## src/rtl/arm_framer_pkg.sv

```systemverilog
// Shared types and helpers for arm_framer: pad size, FSM states and
// occupancy encode/decode (3-bit field where 0 means 8 bytes).
package arm_framer_pkg;

  localparam int unsigned PAD_BYTES = 6;

  typedef enum logic [1:0] {
    StIdle,
    StBody,
    StExtra
  } state_e;

  function automatic logic [3:0] occ_decode(input logic [2:0] occ);
    return (occ == 3'd0) ? 4'd8 : {1'b0, occ};
  endfunction

  function automatic logic [2:0] occ_encode(input logic [3:0] nbytes);
    return nbytes[2:0];
  endfunction

  // Keeps the leading nbytes bytes (byte 0 sits in [63:56]).
  function automatic logic [63:0] byte_mask(input logic [3:0] nbytes);
    logic [63:0] mask;
    mask = '0;
    for (int i = 0; i < 8; i++) begin
      if (4'(i) < nbytes) mask[63-8*i -: 8] = 8'hff;
    end
    return mask;
  endfunction

endpackage

```

## src/rtl/arm_framer_oreg.sv

```systemverilog
// One-entry AXI-Stream output register; holds its contents while stalled.
module arm_framer_oreg (
  input  logic        clk,
  input  logic        reset_n,
  input  logic        clear,
  input  logic        in_valid,
  output logic        in_ready,
  input  logic [63:0] in_data,
  input  logic [3:0]  in_user,
  input  logic        in_last,
  output logic        out_valid,
  output logic [63:0] out_data,
  output logic [3:0]  out_user,
  output logic        out_last,
  input  logic        out_ready
);

  logic        valid_q;
  logic [63:0] data_q;
  logic [3:0]  user_q;
  logic        last_q;

  assign in_ready = ~valid_q | out_ready;

  always_ff @(posedge clk or negedge reset_n) begin
    if (!reset_n) begin
      valid_q <= 1'b0;
      data_q  <= '0;
      user_q  <= '0;
      last_q  <= 1'b0;
    end else if (clear) begin
      valid_q <= 1'b0;
      data_q  <= '0;
      user_q  <= '0;
      last_q  <= 1'b0;
    end else if (in_ready) begin
      valid_q <= in_valid;
      data_q  <= in_valid ? in_data : '0;
      user_q  <= in_valid ? in_user : '0;
      last_q  <= in_valid & in_last;
    end
  end

  assign out_valid = valid_q;
  assign out_data  = data_q;
  assign out_user  = user_q;
  assign out_last  = last_q;

endmodule

```

## src/rtl/arm_framer.sv

```systemverilog
// Strips the 6-byte head pad from MAC frames and repacks into 64-bit words.
// Define ARM_FRAMER_STATS_EN to enable the frame/runt statistics counters.
module arm_framer
  import arm_framer_pkg::*;
#(
  parameter int unsigned CNT_WIDTH = 32
) (
  input  logic                 clk,
  input  logic                 reset_n,
  input  logic                 clear,
  input  logic [63:0]          s_axis_tdata,
  input  logic [3:0]           s_axis_tuser,
  input  logic                 s_axis_tlast,
  input  logic                 s_axis_tvalid,
  output logic                 s_axis_tready,
  output logic [63:0]          m_axis_tdata,
  output logic [3:0]           m_axis_tuser,
  output logic                 m_axis_tlast,
  output logic                 m_axis_tvalid,
  input  logic                 m_axis_tready,
  output logic [CNT_WIDTH-1:0] frame_cnt,
  output logic [CNT_WIDTH-1:0] runt_cnt
);

  state_e      state_q, state_d;
  logic [15:0] carry_q, carry_d;
  logic [1:0]  xocc_q, xocc_d;
  logic        xerr_q, xerr_d;

  logic        o_valid, o_last, oreg_ready, runt_inc, s_hs;
  logic [63:0] o_data, word;
  logic [3:0]  o_user, in_occ;

  assign in_occ = occ_decode(s_axis_tuser[2:0]);
  assign word   = {carry_q, s_axis_tdata[63:16]};

  // Gated by reset_n so the input is never ready while reset is held.
  assign s_axis_tready = reset_n & ((state_q == StIdle) | ((state_q == StBody) & oreg_ready));
  assign s_hs          = s_axis_tvalid & s_axis_tready;

  always_comb begin
    state_d  = state_q;
    carry_d  = carry_q;
    xocc_d   = xocc_q;
    xerr_d   = xerr_q;
    o_valid  = 1'b0;
    o_data   = '0;
    o_user   = '0;
    o_last   = 1'b0;
    runt_inc = 1'b0;

    unique case (state_q)
      StIdle: begin
        if (s_hs) begin
          carry_d = s_axis_tdata[15:0];
          if (!s_axis_tlast) begin
            state_d = StBody;
          end else if (in_occ <= 4'(PAD_BYTES)) begin
            runt_inc = 1'b1;
          end else begin
            state_d = StExtra;
            xocc_d  = 2'(in_occ - 4'(PAD_BYTES));
            xerr_d  = s_axis_tuser[3];
          end
        end
      end
      StBody: begin
        if (s_hs) begin
          o_valid = 1'b1;
          carry_d = s_axis_tdata[15:0];
          o_data  = word;
          if (s_axis_tlast && in_occ <= 4'(PAD_BYTES)) begin
            o_last  = 1'b1;
            o_data  = word & byte_mask(4'(in_occ + 4'd2));
            o_user  = {s_axis_tuser[3], occ_encode(4'(in_occ + 4'd2))};
            state_d = StIdle;
          end else if (s_axis_tlast) begin
            state_d = StExtra;
            xocc_d  = 2'(in_occ - 4'(PAD_BYTES));
            xerr_d  = s_axis_tuser[3];
          end
        end
      end
      StExtra: begin
        o_valid = 1'b1;
        o_last  = 1'b1;
        o_data  = {carry_q, 48'h0} & byte_mask({2'b00, xocc_q});
        o_user  = {xerr_q, occ_encode({2'b00, xocc_q})};
        if (oreg_ready) state_d = StIdle;
      end
      default: state_d = StIdle;
    endcase

    if (clear) begin
      state_d  = StIdle;
      carry_d  = '0;
      o_valid  = 1'b0;
      runt_inc = 1'b0;
    end
  end

  always_ff @(posedge clk or negedge reset_n) begin
    if (!reset_n) begin
      state_q <= StIdle;
      carry_q <= '0;
      xocc_q  <= '0;
      xerr_q  <= 1'b0;
    end else begin
      state_q <= state_d;
      carry_q <= carry_d;
      xocc_q  <= xocc_d;
      xerr_q  <= xerr_d;
    end
  end

  arm_framer_oreg u_oreg (
    .clk       (clk),
    .reset_n   (reset_n),
    .clear     (clear),
    .in_valid  (o_valid),
    .in_ready  (oreg_ready),
    .in_data   (o_data),
    .in_user   (o_user),
    .in_last   (o_last),
    .out_valid (m_axis_tvalid),
    .out_data  (m_axis_tdata),
    .out_user  (m_axis_tuser),
    .out_last  (m_axis_tlast),
    .out_ready (m_axis_tready)
  );

`ifdef ARM_FRAMER_STATS_EN
  logic [CNT_WIDTH-1:0] frame_cnt_q, runt_cnt_q;

  always_ff @(posedge clk or negedge reset_n) begin
    if (!reset_n) begin
      frame_cnt_q <= '0;
      runt_cnt_q  <= '0;
    end else begin
      if (m_axis_tvalid && m_axis_tready && m_axis_tlast) frame_cnt_q <= frame_cnt_q + 1'b1;
      if (runt_inc) runt_cnt_q <= runt_cnt_q + 1'b1;
    end
  end

  assign frame_cnt = frame_cnt_q;
  assign runt_cnt  = runt_cnt_q;
`else
  logic unused_runt_inc;
  assign unused_runt_inc = runt_inc;
  assign frame_cnt       = {CNT_WIDTH{1'b0}};
  assign runt_cnt        = {CNT_WIDTH{1'b0}};
`endif

endmodule

```

## config.mk

```make
export PLATFORM = sky130hd
export DESIGN_NAME = arm_framer
export DESIGN_NICKNAME = d
export VERILOG_FILES = /design/src/rtl/arm_framer_pkg.sv /design/src/rtl/arm_framer_oreg.sv /design/src/rtl/arm_framer.sv
export SDC_FILE = /design/constraint.sdc
export NUM_CORES = 1
export LEC_CHECK = 0
export ABC_CLOCK_PERIOD_IN_PS = 2310
export BUFFER_PORTS_ARGS = -buffer_cell sky130_fd_sc_hd__buf_2
export CORE_MARGIN = 4
export CORE_UTILIZATION = 46
export DETAILED_ROUTE_END_ITERATION = 8
export PLACE_DENSITY = 0.8
export RECOVER_POWER = 100
export SLEW_MARGIN = 25
export SYNTH_ARGS = -nofsm -noshare
export SYNTH_HDL_FRONTEND = slang
export SYNTH_SLANG_ARGS = --single-unit
```

## constraint.sdc

```tcl
create_clock -name clk -period 2.31 [get_ports clk]
set_input_delay 0.693 -clock clk [delete_from_list [all_inputs] [get_ports clk]]
set_output_delay 0.693 -clock clk [all_outputs]
set_load 0.02 [all_outputs]
```

# ---- Yosys cells after proc, flatten, opt, wreduce, memory -nomap -nowiden
# Index checks and enable logic that the tools add are counted.
dict set report totals {
  out_inout_bits 135
  register_bits 91
  input_bits 74
}
dict set report classes {
  bitwise_logic 9
  eq_ne 13
  order_cmp 12
  muxes 87
  n_addsub 2
  reduce_logical 11
}
# operator n
set op_table {}
lappend op_table {{$mux 64} 5}
lappend op_table {{$mux 8} 38}
lappend op_table {{$and 64x64->64} 2}
lappend op_table {{$pmux 64 s2} 1}
lappend op_table {{$mux 16} 3}
lappend op_table {{$mux 2} 14}
lappend op_table {{$mux 4} 6}
lappend op_table {{$lt 3x4->1 const A} 4}
lappend op_table {{$mux 1} 14}
lappend op_table {{$ne 2x2->1 const B} 6}
lappend op_table {{$ne 3x3->1 const B} 3}
lappend op_table {{$lt 1x4->1 const A} 2}
lappend op_table {{$lt 2x4->1 const A} 2}
lappend op_table {{$pmux 4 s2} 1}
lappend op_table {{$reduce_bool 2->1} 4}
lappend op_table {{$reduce_and 7->1} 1}
lappend op_table {{$pmux 1 s2} 3}
lappend op_table {{$pmux 2 s3} 1}
lappend op_table {{$reduce_and 5->1} 1}
lappend op_table {{$add 4x2->4 const B} 1}
lappend op_table {{$and 1x1->1} 4}
lappend op_table {{$le 4x3->1 const B} 1}
lappend op_table {{$lt 1x2->1 const A} 2}
lappend op_table {{$ne 4x3->1 const B} 1}
lappend op_table {{other kinds (13)} 14}

# ---- Depth between registers and ports, before layout
# Gate-level depths: netlist (run 1).
dict set report depth {
  ltp_word 15
  ltp_mapped 8
}

# ---- By module
# Synthesis (run 1) repeated with hierarchy kept, for this count alone.
dict set report unflattened {
  cells_unflattened 590
  area_unflattened_um2 5794.3
}
# mod cells_per_inst instances area_per_inst_um2 seq_area_each_um2
set modules_own_cells {}
lappend modules_own_cells {arm_framer_oreg 312 1 3621.0 1751.7}
lappend modules_own_cells {arm_framer 278 1 2173.3 525.5}

# ---- Worst setup path after synthesis (run 1)
# Ideal clock, no wire load.
dict set report synth_timing {
  path_kind {input port to output port}
  from {input port m_axis_tready}
  to {output port s_axis_tready}
  t_arrival_ns 1.275
  required_ns 1.617
  setup_slack_ns 0.342
  cell_stages 3
  path_cell_list {nand2b_1 a21oi_1 nor2b_1}
}
dict set report synth_via {
  elab_chain_len 4
}
# item line
set synth_rtl {}
lappend synth_rtl {{from (decl)} arm_framer.sv:20} ;# input logic m_axis_tready,
lappend synth_rtl {{$or 1x1->1} arm_framer_oreg.sv:23} ;# assign in_ready = ~valid_q | out_ready;
lappend synth_rtl {{$and 1x1->1} arm_framer.sv:38} ;# assign s_axis_tready = reset_n & ((state_q == StIdle) | ((state_q == StBody) & oreg_ready));
lappend synth_rtl {{$or 1x1->1} arm_framer.sv:38}
lappend synth_rtl {{$and 1x1->1} arm_framer.sv:38}
lappend synth_rtl {{to (decl)} arm_framer.sv:15} ;# output logic s_axis_tready,
# Every way passes these cells.

# ---- Worst setup path in the final report (run 1)
dict set report layout_timing {
  from {register state_q[0]}
  to {output port s_axis_tready}
}
dict set report layout_via {
  elab_chain_len 4
  elab_cells_between_ends 5
}
# item line
set layout_rtl {}
lappend layout_rtl {{from (decl)} arm_framer.sv:25} ;# state_e state_q, state_d;
lappend layout_rtl {{from (signal assigned)} arm_framer.sv:104} ;# state_q <= StIdle;
lappend layout_rtl {{from (signal assigned)} arm_framer.sv:109} ;# state_q <= state_d;
lappend layout_rtl {{$eq 2x1->1} arm_framer.sv:38}
lappend layout_rtl {{$and 1x1->1} arm_framer.sv:38}
lappend layout_rtl {{$or 1x1->1 *} arm_framer.sv:38}
lappend layout_rtl {{$and 1x1->1 *} arm_framer.sv:38}
# Mark *: on every way between the ends. The rest lies on a longest branch, timed or not.

==> summary.md, run 1 <==
| Metric | Value |
|---|---|
| Finished Layout Cells | `623` |
| Register area | `0.00228 mm2` |
| I/O Buffers | `144` |
| Final nets | `588` |
| Worst Setup Path Type | `flop to output port` |
| Cts hold-fix bufs | `0` |
| Endpoint class of the critical path | `output port` |
| Most frequent cells in the layout | `91 x dfrtp_1, 73 x clkbuf_1, 72 x buf_2` |
| Crit path max fanout | `7` |
| Multi-input logic area | `0.00156 mm2` |
| Die height | `104 um` |
| Worst-Skew Late Latency | `0.35 ns` |
| RSZ-0062 raised after global routing | `false` |
| Min-delay worst type | `primary input to asynchronous set/reset pin` |
| Die area | `0.0108 mm2` |
| Max cap viols | `0` |
| Async S/R FF share, synth | `100%` |
| Diode count | `0` |
| Worst vdd rail ir drop | `0.000305 V` |
| Drt pass-1 iters | `4` |
| Synth Warn # | `0` |
| Relative slew slack | `29.5%` |
| # rows | `34` |
| CTS max path bufs | `2` |
| Setup Buffers After CTS | `0` |
| DR vias/cell | `5.00` |
| Clk root buf | `clkbuf_8` |
| Status | `finished, final reports clean` |
| Final hold slack | `0.181 ns` |
| Worst R2R Path Depth | `6` |
| Worst-path clk slew | `0.09 ns` |
| Hold Fails Final Rpt | `0` |
| CTS tree | `built` |
| WL per Instance | `15.7 um` |
| Pre-CTS setup slack | `0.0101 ns` |
| Initial antenna violation count | `1` |
| Worst path required time | `1.62 ns` |
| Core ar. | `0.00881 mm2` |
| Area Overhead vs Synth | `16.7%` |
| Pwr per Cell Area | `731 mW/mm2` |
| CTS buffer count | `9` |
| Global Route Usage Sum | `17.9%` |
| Number of flops mapped to enable cells by yosys | `0` |
| Clock H-tree levels | `3` |
| Worst setup margin | `0.145 ns` |
| Vias in the first global route | `3,148` |
| Crit path DAT | `1.47 ns` |
| Number of fill cells | `829` |
| Gr ovfl total | `0` |
| Flop2flop setup slack | `0.16 ns` |
| RR Startpoint | `state_q[1]` |
| Global-route wire length before repair | `15,700 um` |
| Synth Area per Inst | `11.7 um2` |
| Starting Density | `47.8%` |
| WL final | `9780 um` |
| Leakage power | `2.46 nW` |
| Commonest non-fill, non-tap cell in the layout | `dfrtp_1` |
| Pwr Total | `3.59 mW` |
| TritonCTS Sinks | `91` |
| DRC | `0` |
| Placed Area | `0.00486 mm2` |
| Layout cells sized above 1 | `21.7%` |
| Post-synthesis sequential area ratio | `54.1%` |
| Final Util | `55.8%` |
| Dpl hpwl | `7510 um` |
| Vias | `3,116` |
| Max-slew violations | `0` |
| Post-layout instance area | `0.00491 mm2` |
| Synth Flop Type | `dfrtp_1` |
| Total negative slack | `0 ns` |
| Die Wd | `104 um` |
| Initial DRC Count | `119` |
| Setup crit start kind | `flop` |
| Synth Instances | `360` |
| Number of top-level pins | `209` |
| Tcrit/Tclk final | `93.7%` |
| ANT nets after route | `0` |
| Placed Instances | `607` |
| Synthesized cell area | `0.00421 mm2` |
| Final GP Congestion | `0.780` |
| RR Endpoint | `u_oreg.out_data[41]` |
| Worst clock skew | `0.0144 ns` |
| #FFs+latches synth | `91` |
| Period minus WS final | `2.17 ns` |
| Worst Tran Pin Value | `1.06 ns` |
| Cell variety after synth | `42` |
| Fmax | `0.462 GHz` |
| Setup violators final | `0` |
| Pin count of the biggest net entering global routing | `46` |
-- power breakdown --
group          total (mW)  internal (mW)  switching (mW)
Combinational       0.754          0.259           0.495
Sequential           1.76           1.69          0.0658
Clock                1.08          0.512           0.572
Total                3.59           2.46            1.13
-- cells in the mapped netlist (2+ instances only) --
library cell	n	area share [%]
nor2_1	7	0.62
buf_2	6	0.71
ha_1	4	1.2
and2_1	2	0.30
a221o_1	3	0.71
a21oi_1	18	2.1
nand2_1	36	3.2
buf_4	66	12
nor2_4	2	0.53
dfrtp_1	91	54
mux2_2	3	0.80
nor3_1	3	0.36
inv_1	6	0.53
a21oi_4	3	1.2
clkbuf_1	5	0.45
nand2b_1	3	0.45
nor2b_1	5	0.74
a22o_1	66	14
o21ai_0	4	0.48
a21oi_2	2	0.42
o211ai_1	4	0.71
-- layout make-up --
| class | count | share of cell area, % |
|---|---|---|
| sequential | 91 | 46.3 |
| multi-input combinational | 248 | 31.7 |
| timing repair buffer | 154 | 14.7 |
| tap | 108 | 2.75 |
| clock buffer | 10 | 2.60 |
| clock inverter | 6 | 1.48 |
| inverter | 6 | 0.458 |
-- flip-flops by register name, indices dropped and copies added (netlist names) --
signal            flops
u_oreg.out_valid      1
xocc_q                2
u_oreg.out_user       4
state_q               2
carry_q              16
u_oreg.out_last       1
xerr_q                1
u_oreg.out_data      64
-- how the worst max path moves through the flow --
stage / startpoint / end / slack [ns]
floorplan: m_axis_tready / s_axis_tready / 0.34
global placement: s_axis_tuser[1] / u_oreg.out_data[53] / 0.07
detailed placement: s_axis_tuser[1] / u_oreg.out_data[50] / 0.01
CTS: state_q[0] / s_axis_tready / 0.10
global route: state_q[0] / s_axis_tready / 0.01
finish: state_q[0] / s_axis_tready / 0.14
-- critical path: stages (launching register included) --
cell and delay (ns):
dfrtp_1 0.42, inv_1 0.10, ha_2 0.25, a21oi_1 0.06, nor2b_1 0.13, buf_2 0.18
-- logic make-up (layout without fill, tap and decap cells) --
logic type | Yosys count | after routing | share of synthesized area, %
AOI/OAI and AO/OA | 109 | 109 | 21.6
DFF | 91 | 91 | 54.1
buffers and inverters | 84 | 176 | 13.7
and+or+nand+nor | 68 | 68 | 8.58
adders and majority gates | 4 | 4 | 1.19
muxes | 3 | 3 | 0.802
other | 1 | 64 | 0.0890
-- layer usage --
layer	track usage, %	part of all wire [%]
met5	0	0.10
met4	7.12	1.3
met3	5.41	7.9
met2	30.0	50
met1	21.7	41
-- timing repair --
| action | CTS | global route |
|---|---|---|
| endpoints found under the hold margin | 0 | 0 |
| resized for setup | 0 | 2 |
| setup endpoints to repair | 0 | 1 |
No activity file was read; power rests on OpenSTA's default activity.
==> run 2, diff against run 1 <==
--- a/config.mk
+++ b/config.mk
@@ -8,11 +8,12 @@
 export ABC_CLOCK_PERIOD_IN_PS = 2310
 export BUFFER_PORTS_ARGS = -buffer_cell sky130_fd_sc_hd__buf_2
 export CORE_MARGIN = 4
-export CORE_UTILIZATION = 46
+export CORE_UTILIZATION = 51
 export DETAILED_ROUTE_END_ITERATION = 8
-export PLACE_DENSITY = 0.8
+export PLACE_DENSITY = 0.82
 export RECOVER_POWER = 100
 export SLEW_MARGIN = 25
 export SYNTH_ARGS = -nofsm -noshare
 export SYNTH_HDL_FRONTEND = slang
+export SYNTH_HIERARCHICAL = 1
 export SYNTH_SLANG_ARGS = --single-unit
==> run 2 against run 1 <==
Maximum frequency down 2.3%; design area up 29%; final cell count up 41%; largest cell class is now multi-input combinational cells; largest power group unchanged.
==> summary.md, run 2 <==
| Metric | Value |
|---|---|
| Most frequent cells in the layout | `107 x nand2_1, 91 x dfrtp_1, 73 x clkbuf_1` |
| CP peak stage delay | `0.35 ns (-0.07 ns)` |
| Async S/R FF share, synth | `100% (unchanged)` |
| Synth Warn # | `6 (+6)` |
| Period minus WS final | `2.22 ns (+0.0518 ns)` |
| CTS tree | `built` |
| Relative slew slack | `36.2% (+6.7 points)` |
| Die Wd | `115 um (+11%)` |
| Vias in the first global route | `4,452 (+41%)` |
| Comb pwr share | `12.8% (-8.2 points)` |
| Crit-path most repeated cell | `buf_4` |
| Commonest non-fill, non-tap cell in the layout | `nand2_1` |
| Max reg flops | `64 (unchanged)` |
| Global-route wire length before repair | `21,700 um (+38%)` |
| Clock H-tree levels | `3 (unchanged)` |
| Main area contributors after synthesis | `dfrtp_1 39%, nand3_2 12%, a21oi_2 11%` |
| Worst Setup Path Type | `flop to output port` |
| DR vias/cell | `5.03 (+0.58%)` |
| Setup violators final | `0 (unchanged)` |
| WL final | `13,500 um (+38%)` |
| Endpoint class of the critical path | `output port` |
| Status | `finished, final reports clean` |
| Min-delay worst type | `flop to flop` |
| DRC | `0 (unchanged)` |
| ANT nets after route | `0 (unchanged)` |
| Number of flops mapped to enable cells by yosys | `0 (unchanged)` |
| Worst-Skew Late Latency | `0.35 ns (about the same)` |
| Cell variety after synth | `48 (+14%)` |
| Total negative slack | `0 ns (unchanged)` |
| Core ar. | `0.0110 mm2 (+25%)` |
| Net Sw Power | `0.962 mW (-15%)` |
| Worst Tran Pin Value | `0.957 ns (-0.100 ns)` |
| I/O Buffers | `144 (unchanged)` |
| Vias | `4,432 (+42%)` |
| TritonCTS Sinks | `91 (unchanged)` |
| Sw Ratio | `25.8% (-5.7 points)` |
| Die height | `115 um (+11%)` |
| Worst vdd rail ir drop | `0.000438 V (+44%)` |
| Synth area leader | `dfrtp_1` |
| Dpl hpwl | `9610 um (+28%)` |
| Area Overhead vs Synth | `9.70%` |
| Crit path max fanout | `6 (-1)` |
| Synth Flop Type | `dfrtp_1` |
| Number of fill cells | `1,036 (+25%)` |
| Register area | `0.00228 mm2 (unchanged)` |
| Global Route Usage Sum | `20.8% (+2.9 points)` |
| Post-synthesis sequential area ratio | `39.3% (-15 points)` |
| Gr ovfl total | `0 (unchanged)` |
| Synth Instances | `590 (+64%)` |
| Most frequent cell after synthesis | `nand2_1` |
| Synth Area per Inst | `9.82 um2 (-16%)` |
| Max cap viols | `0 (unchanged)` |
| Worst-path cell chain | `inv_1, ha_1, buf_4, a21oi_4, nor2b_2, buf_4` |
| Final GP Congestion | `0.837 (+7.4%)` |
| WL per Instance | `15.3 um (-2.3%)` |
| RSZ-0062 raised after global routing | `false` |
| CTS max path bufs | `2 (unchanged)` |
| Pwr per Cell Area | `586 mW/mm2 (-20%)` |
| Layout cells sized above 1 | `30.4% (+8.7 points)` |
| Leakage power | `2.68 nW (+8.9%)` |
| Setup crit start kind | `flop` |
| Starting Density | `52.8% (+4.9 points)` |
| Share of the synthesized area in the top cell type | `39.3% (-15 points)` |
| Worst-path clk slew | `0.07 ns (-0.02 ns)` |
| Slowest-stage cell, CP | `dfrtp_1` |
| Final hold slack | `0.518 ns (+0.337 ns)` |
| #FFs+latches synth | `91 (unchanged)` |
| Die area | `0.0131 mm2 (+22%)` |
| Post-synth top cells | `107 x nand2_1, 91 x dfrtp_1, 73 x a21oi_2` |
| Crit path DAT | `1.52 ns (+0.05 ns)` |
| Clk root buf | `clkbuf_16` |
| Synthesized cell area | `0.00579 mm2 (+38%)` |
| CP delay by family, top | `buffers and inverters` |
| Fmax | `0.451 GHz (-2.3%)` |
| Final nets | `812 (+38%)` |
| Drt pass-1 iters | `5 (+1)` |
| Number of top-level pins | `209 (unchanged)` |
| Initial antenna violation count | `2 (+1)` |
| Worst Path Buf+Inv | `3 (+1)` |
| Worst clock skew | `0.00915 ns (-0.00522 ns)` |
| Clock share of power | `42.7% (+13 points)` |
| Multi-input logic area | `0.00269 mm2 (+73%)` |
| Max-slew violations | `0 (unchanged)` |
| Power share of the sequential group | `44.5% (-4.3 points)` |
| Initial DRC Count | `290 (+140%)` |
| Tcrit/Tclk final | `96.0% (+2.2 points)` |
| Internal power | `2.76 mW (+12%)` |
| Worst path required time | `1.62 ns (about the same)` |
| CTS buffer count | `9 (unchanged)` |
| Pin count of the biggest net entering global routing | `72 (+57%)` |
| Hold Fails Final Rpt | `0 (unchanged)` |
| # rows | `38 (+12%)` |
| Cts hold-fix bufs | `0 (unchanged)` |
[run 2: power by group through the flow]
stage,Sequential (mW),Combinational [mW],Clock (mW)
floorplan,1.68,0.391,0
global placement,1.68,0.467,0
detailed placement,1.69,0.479,0
CTS,1.66,0.481,1.65
global route,1.66,0.529,1.71
finish,1.66,0.476,1.59
[run 2: cell type report]
| class | count | area share [%] |
|---|---|---|
| diodes | 2 | 0.0787 |
| clock buffers | 10 | 3.76 |
| clock inverters | 6 | 1.40 |
| inverters | 4 | 0.433 |
| multi-input cells | 454 | 42.3 |
| flip-flops and latches | 91 | 35.8 |
| well taps | 140 | 2.76 |
| repair buffers | 174 | 13.4 |
[run 2: final timing paths]
path                            start                  end  slack (ns)  depth (start not counted)
max                        state_q[0]        s_axis_tready        0.09                          6
min                        carry_q[6]           carry_q[6]        0.52                          2
max reg2reg                state_q[1]           state_q[1]        0.18                          8
min reg2reg                carry_q[6]           carry_q[6]        0.52                          2
max in group asynchronous     reset_n  u_oreg/out_data[32]        0.72                          2
min in group asynchronous     reset_n           state_q[1]        0.65                          2
[run 2: cell families after synthesis]
| kind of cell | after synthesis | synth area share, % |
|---|---|---|
| compound gates | 109 | 15.3 |
| fa+ha+maj | 4 | 0.864 |
| buf+inv | 108 | 14.3 |
| flops | 91 | 39.3 |
| mux | 4 | 0.777 |
| other cells | 1 | 0.0647 |
| simple gates | 273 | 29.4 |
[run 2: metal layers]
layer / global-route usage (%) / share of wire [%]
met5: 0 / 0
met3: 4.76 / 6.3
met1: 26.7 / 42
met4: 8.16 / 2.5
met2: 34.0 / 49
[run 2: through the flow]
| step | util [%] | worst slack (ns) | power (mW) | cells | instance area (um2) |
|---|---|---|---|---|---|
| 2_1_floorplan | - | 0.0504 | 2.07 | 653 | 6030 |
| 3_3_place_gp | 58.1 | 0.0652 | 2.15 | 862 | 6380 |
| 3_5_place_dp | 58.1 | 0.0148 | 2.17 | 862 | 6380 |
| 4_1_cts | 61.1 | 0.0224 | 3.78 | 878 | 6710 |
| 5_1_grt | 57.9 | 0.00781 | 3.90 | 881 | 6360 |
| 6_report | 57.9 | 0.0929 | 3.73 | 881 | 6360 |
[run 2: timing repair]
item | 4_1_cts | 5_1_grt
endpoints found under the setup margin | 0 | 1
resized for setup | 0 | 4
setup buffers | 0 | 1
[run 2: worst min-delay path, cell delays in order (launching register included)]
cell and delay (ns):
dfrtp_1 0.37, nand2_1 0.06, a21oi_1 0.05
==> run 3, diff against run 2 <==
--- a/config.mk
+++ b/config.mk
@@ -7,6 +7,7 @@
 export LEC_CHECK = 0
 export ABC_CLOCK_PERIOD_IN_PS = 2310
 export BUFFER_PORTS_ARGS = -buffer_cell sky130_fd_sc_hd__buf_2
+export CORE_ASPECT_RATIO = 0.9
 export CORE_MARGIN = 4
 export CORE_UTILIZATION = 51
 export DETAILED_ROUTE_END_ITERATION = 8
==> run 3 against run 2 <==
Register-to-register slack about the same; via count about the same; clock power is 11% lower; non-clock buffer count decreased by 2; maximum frequency down 0.79%; wire length is 0.93% higher; power shrank 4.7%; global-route usage up 0.21 points; sequential power about the same; core utilization increased by 2.1 points; first-iteration DRC count decreased by 16%.
==> summary.md, run 3 (same netlist as run 2, synthesis figures left out) <==
| Metric | Value |
|---|---|
| Status | `finished, final reports clean` |
| CTS tree | `built` |
| WL per Instance | `15.3 um (about the same)` |
| Final GP Congestion | `0.889 (+6.1%)` |
| Worst-Skew Late Latency | `0.35 ns (about the same)` |
| Number of fill cells | `1,007 (-2.8%)` |
| Placed Instances | `873 (+1.3%)` |
| Register area | `0.00228 mm2 (unchanged)` |
| Crit path max fanout | `6 (unchanged)` |
| Layout cells sized above 1 | `36.8% (+6.3 points)` |
| Sw Ratio | `27.4% (+1.6 points)` |
| Vias in the first global route | `4,438 (-0.31%)` |
| Power share of the sequential group | `46.7% (+2.2 points)` |
| Area Overhead vs Synth | `13.3%` |
| Worst path required time | `1.62 ns (about the same)` |
| Die area | `0.0131 mm2 (about the same)` |
| CTS max path bufs | `2 (unchanged)` |
| Net Sw Power | `0.972 mW (+1.1%)` |
| TritonCTS Sinks | `91 (unchanged)` |
| Relative slew slack | `21.0% (-15 points)` |
| Worst Setup Path Type | `flop to output port` |
| Core ar. | `0.0109 mm2 (-0.34%)` |
| Max cap viols | `0 (unchanged)` |
| Drt pass-1 iters | `4 (-1)` |
| # rows | `36 (-5.3%)` |
| Setup Buffers After CTS | `0 (unchanged)` |
| Max-slew violations | `0 (unchanged)` |
| Max reg flops | `64 (unchanged)` |
| Met2 usage in global routing | `35.1% (+1.1 points)` |
| DR vias/cell | `4.99 (-0.81%)` |
| Pin count of the biggest net entering global routing | `71 (-1.4%)` |
| Starting Density | `52.9% (+0.18 points)` |
| Hold Fails Final Rpt | `0 (unchanged)` |
| Worst vdd rail ir drop | `0.000492 V (+12%)` |
| Multi-input logic area | `0.00293 mm2 (+8.7%)` |
| Dpl hpwl | `9780 um (+1.8%)` |
| Gr ovfl total | `0 (unchanged)` |
| Routing usage on met1 | `27.2% (+0.46 points)` |
| Internal power | `2.58 mW (-6.7%)` |
| Final hold slack | `0.331 ns (-0.187 ns)` |
| Clock H-tree levels | `3 (unchanged)` |
| Most frequent cells in the layout | `107 x nand2_1, 91 x dfrtp_1, 72 x a21oi_2, 72 x buf_2, 72 x clkbuf_1` |
| Die Wd | `120 um (+5.0%)` |
| Gr busiest metal | `met2` |
| Endpoint class of the critical path | `output port` |
| Clock share of power | `39.7% (-3.0 points)` |
| I/O Buffers | `144 (unchanged)` |
| Die height | `109 um (-4.8%)` |
| Global Route Usage Sum | `21.0% (+0.21 points)` |
| DRC | `0 (unchanged)` |
| Initial antenna violation count | `0 (-2)` |
| Finished Layout Cells | `889 (+0.91%)` |
| Comb pwr share | `13.5% (+0.7 points)` |
| Worst-path clk slew | `0.07 ns (about the same)` |
| Final nets | `810 (-0.25%)` |
| Diode count | `0 (-2)` |
| Number of top-level pins | `209 (unchanged)` |
| Period minus WS final | `2.23 ns (+0.0177 ns)` |
| Total negative slack | `0 ns (unchanged)` |
| RSZ-0062 raised after global routing | `false` |
| Clk root buf | `clkbuf_16` |
| Worst clock skew | `0.00772 ns (-0.00143 ns)` |
| Worst Tran Pin Value | `1.18 ns (+0.228 ns)` |
| Worst setup margin | `0.0753 ns (-0.0177 ns)` |
| Setup crit start kind | `flop` |
| Commonest non-fill, non-tap cell in the layout | `nand2_1` |
| Tcrit/Tclk final | `96.7% (+0.77 points)` |
| Cts hold-fix bufs | `0 (unchanged)` |
| Pwr per Cell Area | `541 mW/mm2 (-7.8%)` |
| Fmax | `0.447 GHz (-0.79%)` |
| Global-route wire length before repair | `22,100 um (+1.9%)` |
| ANT nets after route | `0 (unchanged)` |
| Met3 Use GR | `5.96% (+1.2 points)` |
| Leakage power | `2.68 nW (about the same)` |
| CTS buffer count | `9 (unchanged)` |
| Pre-CTS setup slack | `-0.0491 ns (-0.0639 ns)` |
| Vias | `4,436 (+0.090%)` |
| Initial DRC Count | `244 (-16%)` |
| Setup violators final | `0 (unchanged)` |
| WL final | `13,600 um (+0.93%)` |
| Min-delay worst type | `primary input to asynchronous set/reset pin` |
| Crit path DAT | `1.54 ns (+0.02 ns)` |
==> run 3: stage by stage <==
stage | utilization (%) | instance area, um2 | total power, mW
CTS | 60.9 | 6660 | 3.60
finish | 60.0 | 6570 | 3.55
global placement | 58.2 | 6370 | 2.16
floorplan | - | 6030 | 2.07
detailed placement | 58.2 | 6370 | 2.17
global route | 60.0 | 6570 | 3.72
==> run 3: power by group through the flow <==
stage,combinational [mW],clock [mW],sequential (mW)
after floorplan,0.391,0,1.68
final,0.481,1.41,1.66
after global placement,0.471,0,1.68
after CTS,0.484,1.46,1.66
after global routing,0.530,1.53,1.66
after detailed placement,0.481,0,1.69
==> run 3: critical path, cell delays in order, from the launching register on <==
cell and delay [ns]:
dfrtp_1 0.34, inv_1 0.08, ha_1 0.23, buf_4 0.17, a21oi_4 0.16, nor2b_1 0.07
buf_4 0.16
==> run 3: per-layer routing <==
layer  routed length, um  vias up  share of wire [%]
met3                 979       15                7.2
met4                 182        0                1.3
met5                   0        -                  0
li1                    -     2119                  -
met1                5830     2137                 43
met2                6650      165                 49
==> run 3: path summary, 6_finish.rpt <==
kind / startpoint / endpoint / slack (ns) / depth (start not counted)
worst min-delay path: reset_n / xocc_q[1] / 0.33 / 2
worst max register to register: state_q[0] / state_q[1] / 0.19 / 6
worst max-delay path: state_q[0] / s_axis_tready / 0.08 / 6
min in group clk: carry_q[13] / carry_q[13] / 0.52 / 2
max in group asynchronous: reset_n / u_oreg/out_data[56] / 0.38 / 3
worst min register to register: carry_q[13] / carry_q[13] / 0.52 / 2
==> run 3: layout make-up <==
class | instances | area share, %
Multi-Input combinational cell | 454 | 44.6
Clock inverter | 5 | 0.553
Tap cell | 152 | 2.90
Clock buffer | 11 | 3.85
Timing Repair Buffer | 172 | 13.1
Inverter | 4 | 0.419
Sequential cell | 91 | 34.7
==> run 3: timing repair <==
action / 4_1_cts / 5_1_grt
hold endpoints to repair: 0 / 0
endpoints found under the setup margin: 0 / 6
gates resized for setup: 0 / 4
